### src/rtl/div3_share_ctrl.sv
// div3_share_ctrl: round-robin arbiter sharing one
// divide_by_three unit, with timeout watchdog.
module div3_share_ctrl #(
  parameter int  NUM_REQ   = 4,
  parameter int  DATAWIDTH = 16,
  parameter int  TIMEOUT   = 64,
  localparam int ID_W      = $clog2(NUM_REQ)
) (
  input  logic                         clk,
  input  logic                         rst_n,
  input  logic [NUM_REQ-1:0]           req_vld,
  input  logic [NUM_REQ*DATAWIDTH-1:0] req_data,
  output logic [NUM_REQ-1:0]           req_rdy,
  output logic                         div_vld_in,
  output logic [DATAWIDTH-1:0]         div_data_in,
  input  logic                         div_vld_out,
  input  logic [DATAWIDTH-1:0]         div_quotient,
  input  logic [1:0]                   div_reminder,
  output logic                         rsp_vld,
  input  logic                         rsp_rdy,
  output logic [ID_W-1:0]              rsp_id,
  output logic [DATAWIDTH-1:0]         rsp_quotient,
  output logic [1:0]                   rsp_reminder,
  output logic                         rsp_err,
  output logic                         busy
);

  localparam int CNT_W = $clog2(TIMEOUT);
  localparam logic [CNT_W-1:0] TO_LAST =
    CNT_W'(TIMEOUT - 2);

  typedef enum logic [1:0] {
    IDLE, ISSUE, WAIT, RESP
  } state_t;

  state_t                 state;
  state_t                 state_nx;
  logic [ID_W-1:0]        last_grant;
  logic [ID_W-1:0]        id_q;
  logic [CNT_W-1:0]       cnt;
  logic [NUM_REQ-1:0]     grant;
  logic [ID_W-1:0]        grant_id;
  logic [ID_W-1:0]        pos;
  logic                   found;
  logic                   accept;
  logic                   hit;
  logic                   expire;
  logic                   rsp_fire;
  logic [DATAWIDTH-1:0]   req_arr [NUM_REQ];

  for (genvar g = 0; g < NUM_REQ; g++) begin : g_unpack
    assign req_arr[g] = req_data[g*DATAWIDTH +: DATAWIDTH];
  end

  // First valid requester after last_grant, with wrap
  always_comb begin
    grant    = '0;
    grant_id = '0;
    pos      = '0;
    found    = 1'b0;
    for (int k = 1; k <= NUM_REQ; k++) begin
      pos = ID_W'((int'(last_grant) + k) % NUM_REQ);
      if (!found && req_vld[pos]) begin
        found       = 1'b1;
        grant_id    = pos;
        grant[pos]  = 1'b1;
      end
    end
  end

  // State register
  always_ff @(posedge clk) begin
    if (!rst_n) state <= IDLE;
    else        state <= state_nx;
  end

  // Next-state logic
  always_comb begin
    state_nx = state;
    unique case (state)
      IDLE:  if (found) state_nx = ISSUE;
      ISSUE: state_nx = WAIT;
      WAIT:  if (hit || expire) state_nx = RESP;
      RESP:  if (rsp_fire) state_nx = IDLE;
      default: state_nx = IDLE;
    endcase
  end

  // Per-state strobes; req_rdy is the only comb output
  always_comb begin
    req_rdy  = '0;
    accept   = 1'b0;
    hit      = 1'b0;
    expire   = 1'b0;
    rsp_fire = 1'b0;
    unique case (state)
      IDLE: begin
        req_rdy = rst_n ? grant : '0;
        accept  = found;
      end
      WAIT: begin
        hit    = div_vld_out;
        expire = (cnt == TO_LAST);
      end
      RESP: rsp_fire = rsp_rdy;
      default: ;
    endcase
  end

  // Datapath and registered outputs; result beats timeout
  always_ff @(posedge clk) begin
    if (!rst_n) begin
      last_grant   <= ID_W'(NUM_REQ - 1);
      id_q         <= '0;
      cnt          <= '0;
      div_vld_in   <= 1'b0;
      div_data_in  <= '0;
      rsp_vld      <= 1'b0;
      rsp_id       <= '0;
      rsp_quotient <= '0;
      rsp_reminder <= '0;
      rsp_err      <= 1'b0;
      busy         <= 1'b0;
    end else begin
      div_vld_in <= accept;
      if (accept) begin
        div_data_in <= req_arr[grant_id];
        id_q        <= grant_id;
      end
      if (state == ISSUE)     cnt <= '0;
      else if (state == WAIT) cnt <= cnt + CNT_W'(1);
      if (hit) begin
        rsp_id       <= id_q;
        rsp_quotient <= div_quotient;
        rsp_reminder <= div_reminder;
        rsp_err      <= 1'b0;
      end else if (expire) begin
        rsp_id       <= id_q;
        rsp_quotient <= '0;
        rsp_reminder <= '0;
        rsp_err      <= 1'b1;
      end
      rsp_vld <= (state_nx == RESP);
      busy    <= (state_nx != IDLE);
      if (rsp_fire) last_grant <= id_q;
    end
  end

endmodule

### config.mk
export PLATFORM = sky130hd
export DESIGN_NAME = div3_share_ctrl
export DESIGN_NICKNAME = d
export VERILOG_FILES = /design/src/rtl/div3_share_ctrl.sv
export SDC_FILE = /design/constraint.sdc
export NUM_CORES = 1
export LEC_CHECK = 0
export CAP_MARGIN = 30
export CELL_PAD_IN_SITES_DETAIL_PLACEMENT = 2
export CELL_PAD_IN_SITES_GLOBAL_PLACEMENT = 2
export CORE_MARGIN = 4
export CORE_UTILIZATION = 23
export CTS_BUF_LIST = sky130_fd_sc_hd__clkbuf_4 sky130_fd_sc_hd__clkbuf_8
export CTS_CLUSTER_SIZE = 12
export DETAILED_ROUTE_END_ITERATION = 10
export GPL_TIMING_DRIVEN = 0
export HOLD_SLACK_MARGIN = 0.08
export PLACE_DENSITY = 0.81
export SLEW_MARGIN = 20
export SYNTH_ARGS = -nofsm -noshare
export SYNTH_HDL_FRONTEND = slang
export SYNTH_SLANG_ARGS = --single-unit
### constraint.sdc
create_clock -name clk -period 3.3 [get_ports clk]
set_input_delay 0.66 -clock clk [delete_from_list [all_inputs] [get_ports clk]]
set_output_delay 0.66 -clock clk [all_outputs]
set_load 0.05 [all_outputs]
==> results of run 1 <==
## registers in the layout, summed over array words and instances, names as in the netlist
signal	count
state	2
div_data_in	16
rsp_err	1
cnt	6
last_grant	2
id_q	2
rsp_id	2
rsp_reminder	2
div_vld_in	1
busy	1
rsp_quotient	16
rsp_vld	1
## cells by family after synthesis
group,count (synthesis)
compound gates,62
xor+xnor,4
fa+ha+maj,10
buf+inv,28
flops,52
mux,44
simple gates,110
## critical path, stage by stage, from the launching register on
cell	delay, ns
dfxtp_4	0.42
clkinvlp_4	0.15
ha_4	0.31
mux4_2	0.54
nor3_2	0.28
and2_4	0.23
a221oi_2	0.07
nor2_2	0.08
buf_4	0.20
## layer usage
metal  routed length [um]  global-route usage  part of all wire
met5                    0                   0                 0
met4                  169              0.0384             0.016
met3                  650              0.0445             0.061
met2                 5650               0.272              0.53
met1                 4190               0.169              0.39
## final timing paths
kind                       from             end  slack [ns]  cells past startpoint
setup / recovery  last_grant[1]      req_rdy[3]        0.03                      8
hold / removal          rsp_err         rsp_err        0.47                      2
setup reg to reg  last_grant[1]  div_data_in[8]        0.17                     11
hold reg to reg         rsp_err         rsp_err        0.47                      2
## final cells by class
type	count	area (sq um)	share of cell area
repair buffers	145	1420	0.307
flip-flops and latches	52	1050	0.227
clock buffers	6	76.3	0.0165
well taps	147	184	0.0398
plain buffers	20	129	0.0279
clock inverters	2	16.3	0.00352
multi-input cells	230	1710	0.370
inverters	8	37.5	0.00812
## Yosys cell counts (all sizes together)
library cell	count	area, sq um
dfxtp	52	1040
nand2	46	173
mux2i	36	364
a21oi	25	129
nand3	25	125
nor2	22	82.6
o221ai	14	166
buf	11	83.8
ha	10	125
clkbuf	9	33.8
inv	8	30.0
o21ai	7	38.8
a221oi	4	35.0
a22oi	4	30.0
mux2	4	45.0
mux4	4	93.8
a211oi	3	22.5
and2	3	18.8
nor3	3	20.0
and3	2	12.5
nand2b	2	12.5
nor3b	2	15.0
xnor2	2	17.5
xor2	2	17.5
a2bb2oi	1	8.76
and4	1	8.76
nor2b	1	6.26
nor4	1	12.5
o211ai	1	7.51
o21a	1	7.51
o21bai	1	7.51
o311ai	1	8.76
or2	1	6.26
or3	1	6.26
## what timing repair did
item | 4_1_cts | 5_1_grt
endpoints found under the setup margin | 21 | 19
pin swaps | 1 | 2
buffers inserted | 6 | 7
gates resized for setup | 45 | 14
## report_power, final
group / switching (mW) / internal [mW] / total (mW)
Sequential: 0.0360 / 0.687 / 0.723
Combinational: 0.441 / 0.332 / 0.774
Clock: 0.227 / 0.160 / 0.386
==> out/qor.yml, run 1 <==
run_status:
  status: "finished clean"
pwr:
  total_power_mw: 1.88
  pwr_density_cell_nw_per_um2: 407
  p_leak_nw: 1.70
  irDropWorstVdd_mv: 0.183
floorplanning:
  chipHeight_um: 119
  fp.dieW_um: 119
  io_pins: 134
  coreArea_sq_um: 12000
  row_count: 40
  start_util: 0.234
  dieArea_sq_um: 14100
logic_synthesis:
  ys_ff_latch: 52
  syn-num-nets: 410
  synth-adder-area-share: 0.0445
  synth.area.mux_share: 0.179
  avgSynthCellArea_sq_um: 9.07
  synth_cell_types: 46
  synth_xor_area_frac: 0.0125
  ys_seq_area_frac: 0.370
  synth_top_family_by_area: "multiplexers"
  syn_area_sq_um: 2810
  synth_compound_area_frac: 0.164
  synth_simple_gate_area_frac: 0.177
  ys_warn_count: 0
  synthesis.instances: 310
place:
  place_congestion: 0.777
  port_buffers: 132
  dp_cells: 589
  postPlaceCellArea_sq_um: 4330
  hpwl_um: 8240
  place_ws_ns: -0.865
cts:
  clock_latency_ns: 0.31
  cts.htree.levels: 2
  cts_buffers: 5
  clock_sinks: 52
  clock-root-buffer: "clkbuf_8"
  clkTransAtPathRegs_ns: 0.10
  cts_hold_buffers: 0
  cts_tree: "yes"
  clockBufferDepth: 2
timing:
  worstMarginPinSlew_ns: 0.569
  setup_slack_ns: 0.0321
  tns_ns: 0
  finalCriticalPeriod_ns: 3.27
  setup_viol: 0
  finalCritPeriodShare: 0.990
  rsz0062_at_grt: "yes"
  maxSlewViolCount: 0
  fin_skew_ns: 0.00890
  hold_ws_ns: 0.471
  relSlewSlack: 0.619
  max_freq_ghz: 0.306
  finalHoldViolCount: 0
worst_setup_path:
  critPathMaxFanout: 8
  critPathArrivalTime_ns: 2.61
  required_ns: 2.64
  critPathKind: "flop to output pin"
  critPathLaunchType: "flop"
  end_kind: "output pin"
finish:
  layout_commonest_cell: "clkdlybuf4s50_1"
  fillers: 1345
  layout.cells.non_filler: 610
  drive_above_1_share: 0.168
  area_delta_synth_final_pct: 64.3
  layout_common_cells: "clkdlybuf4s50_1, dfxtp_1, nand2_1"
  num_antenna_cells: 0
  final_util: 0.385
  design_area_sq_um: 4620
  nets: 562
grt:
  grt_overflow: 0
  grtUsageTotal: 0.149
  antenna_found_initial: 0
  grt_max_degree: 17
  grt_pass1_vias: 3279
  grt_pass1_wl_um: 17100
routing:
  antenna_left: 0
  wirelength_um: 10700
  first_pass_iters: 4
  drtIter0Drc: 70
  drc_errors: 0
  num_vias: 2931
  via_per_inst: 4.80
  wire_per_inst_um: 17.5
min_path:
  hp-class: "flop to flop"
flow_run:
  maxCapViolations: 0
(Power assumes the default switching activity.)
==> run 2: changes to the inputs <==
CORE_MARGIN = 2   (was 4)
==> out/qor.yml, run 2 (synthesized netlist as in run 1, its figures left out) <==
timing:
  finalHoldViolCount: 0
  max_freq_ghz: 0.309
  finalCriticalPeriod_ns: 3.23
  setup_viol: 0
  worstMarginPinSlew_ns: 0.554
  maxSlewViolCount: 0
  setup_slack_ns: 0.0676
  fin_skew_ns: 0.0110
  finalCritPeriodShare: 0.980
  relSlewSlack: 0.629
  hold_ws_ns: 0.475
floorplanning:
  dieArea_sq_um: 13100
  row_count: 40
  start_util: 0.235
  io_pins: 134
  chipHeight_um: 115
  fp.dieW_um: 115
  coreArea_sq_um: 12000
finish:
  num_antenna_cells: 0
  nets: 559
  layout_commonest_cell: "clkdlybuf4s50_1"
  area_delta_synth_final_pct: 64.1
  top_regs: "div_data_in (16), rsp_quotient (16), cnt (6)"
  layout_common_cells: "clkdlybuf4s50_1, dfxtp_1, nand2_1"
  drive_above_1_share: 0.161
min_path:
  hp-class: "flop to flop"
worst_setup_path:
  critPathLaunchType: "flop"
  critPathKind: "flop to output pin"
  critPathArrivalTime_ns: 2.57
  critPathMaxFanout: 5
  end_kind: "output pin"
  required_ns: 2.64
routing:
  wire_per_inst_um: 17.2
  drtIter0Drc: 44
  num_vias: 2943
  antenna_left: 0
  drc_errors: 0
  via_per_inst: 4.86
  first_pass_iters: 4
  wirelength_um: 10400
pwr:
  total_power_mw: 1.88
  pwr_density_cell_nw_per_um2: 408
  irDropWorstVdd_mv: 0.192
  p_leak_nw: 1.70
place:
  place_congestion: 0.748
  place_ws_ns: -0.861
  port_buffers: 132
  hpwl_um: 8130
cts:
  clockBufferDepth: 2
  clock_latency_ns: 0.30
  cts_buffers: 5
  cts_tree: "yes"
  clock_sinks: 52
  clkTransAtPathRegs_ns: 0.10
  cts.htree.levels: 2
  clock-root-buffer: "clkbuf_8"
grt:
  antenna_found_initial: 0
  grt_overflow: 0
  grt_pass1_vias: 3228
  grt_max_degree: 16
  grtUsageTotal: 0.151
  grt_pass1_wl_um: 15900
run_status:
  status: "finished clean"
flow_run:
  maxCapViolations: 0
==> run 2: metrics by stage <==
step / area [sq um] / instances / TNS (ns) / util
after floorplan: 2820 / 310 / 0 / -
after global placement: 4330 / 589 / -5.70 / 0.362
after detailed placement: 4330 / 589 / -7.14 / 0.362
after CTS: 4510 / 601 / 0 / 0.377
after global routing: 4620 / 606 / -0.0516 / 0.386
final: 4620 / 606 / 0 / 0.386
==> run 2: worst paths after layout <==
kind / cells after the start / endpoint / slack, ns / startpoint
setup / recovery: 10 / req_rdy[1] / 0.07 / last_grant[0]
hold / removal: 2 / rsp_err / 0.48 / rsp_err
setup reg to reg: 10 / div_data_in[14] / 0.12 / last_grant[0]
hold reg to reg: 2 / rsp_err / 0.48 / rsp_err
==> run 2: critical path, stage by stage, from the launching register on <==
cell and delay (ns):
dfxtp_4 0.37, buf_12 0.10, clkinvlp_4 0.09, ha_4 0.29, mux4_2 0.56, and2_4 0.22, a22oi_2 0.12, nor2_1 0.08
a221oi_2 0.22, nor2_2 0.06, buf_6 0.15
==> run 2: layer usage <==
metal,global-route usage,up-vias,wire length (um)
met3,0.0365,10,529
met5,0,-,0
met2,0.282,75,5470
li1,-,1405,-
met1,0.171,1453,4280
met4,0.0415,0,165
==> run 2: cell type report <==
type / instances / area [sq um]
fill: 1310 / 7340
timing repair buffer: 142 / 1400
sequential: 52 / 1050
multi-input combinational: 230 / 1720
tap: 147 / 184
clock inverter: 1 / 8.76
inverter: 8 / 37.5
buffer: 20 / 134
clock buffer: 6 / 82.6
==> run 2: power breakdown <==
| group | internal [mW] | leakage, nW | switching (mW) |
|---|---|---|---|
| Combinational | 0.331 | 1.23 | 0.444 |
| Sequential | 0.687 | 0.425 | 0.0348 |
| Clock | 0.168 | 0.0473 | 0.220 |
==> run 2: what timing repair did <==
item,4_1_cts,5_1_grt
setup buffers,5,5
pin swaps,1,2
gates resized for setup,44,18
cloned,0,0
hold buffers,0,0
endpoints found under the setup margin,21,18
==> run 3: changes to the inputs <==
CAP_MARGIN = unset   (was 30)
CTS_CLUSTER_DIAMETER = 50   (was unset)
==> results of run 3 <==
Final layout, timing and power as in run 2 (identical DEF).
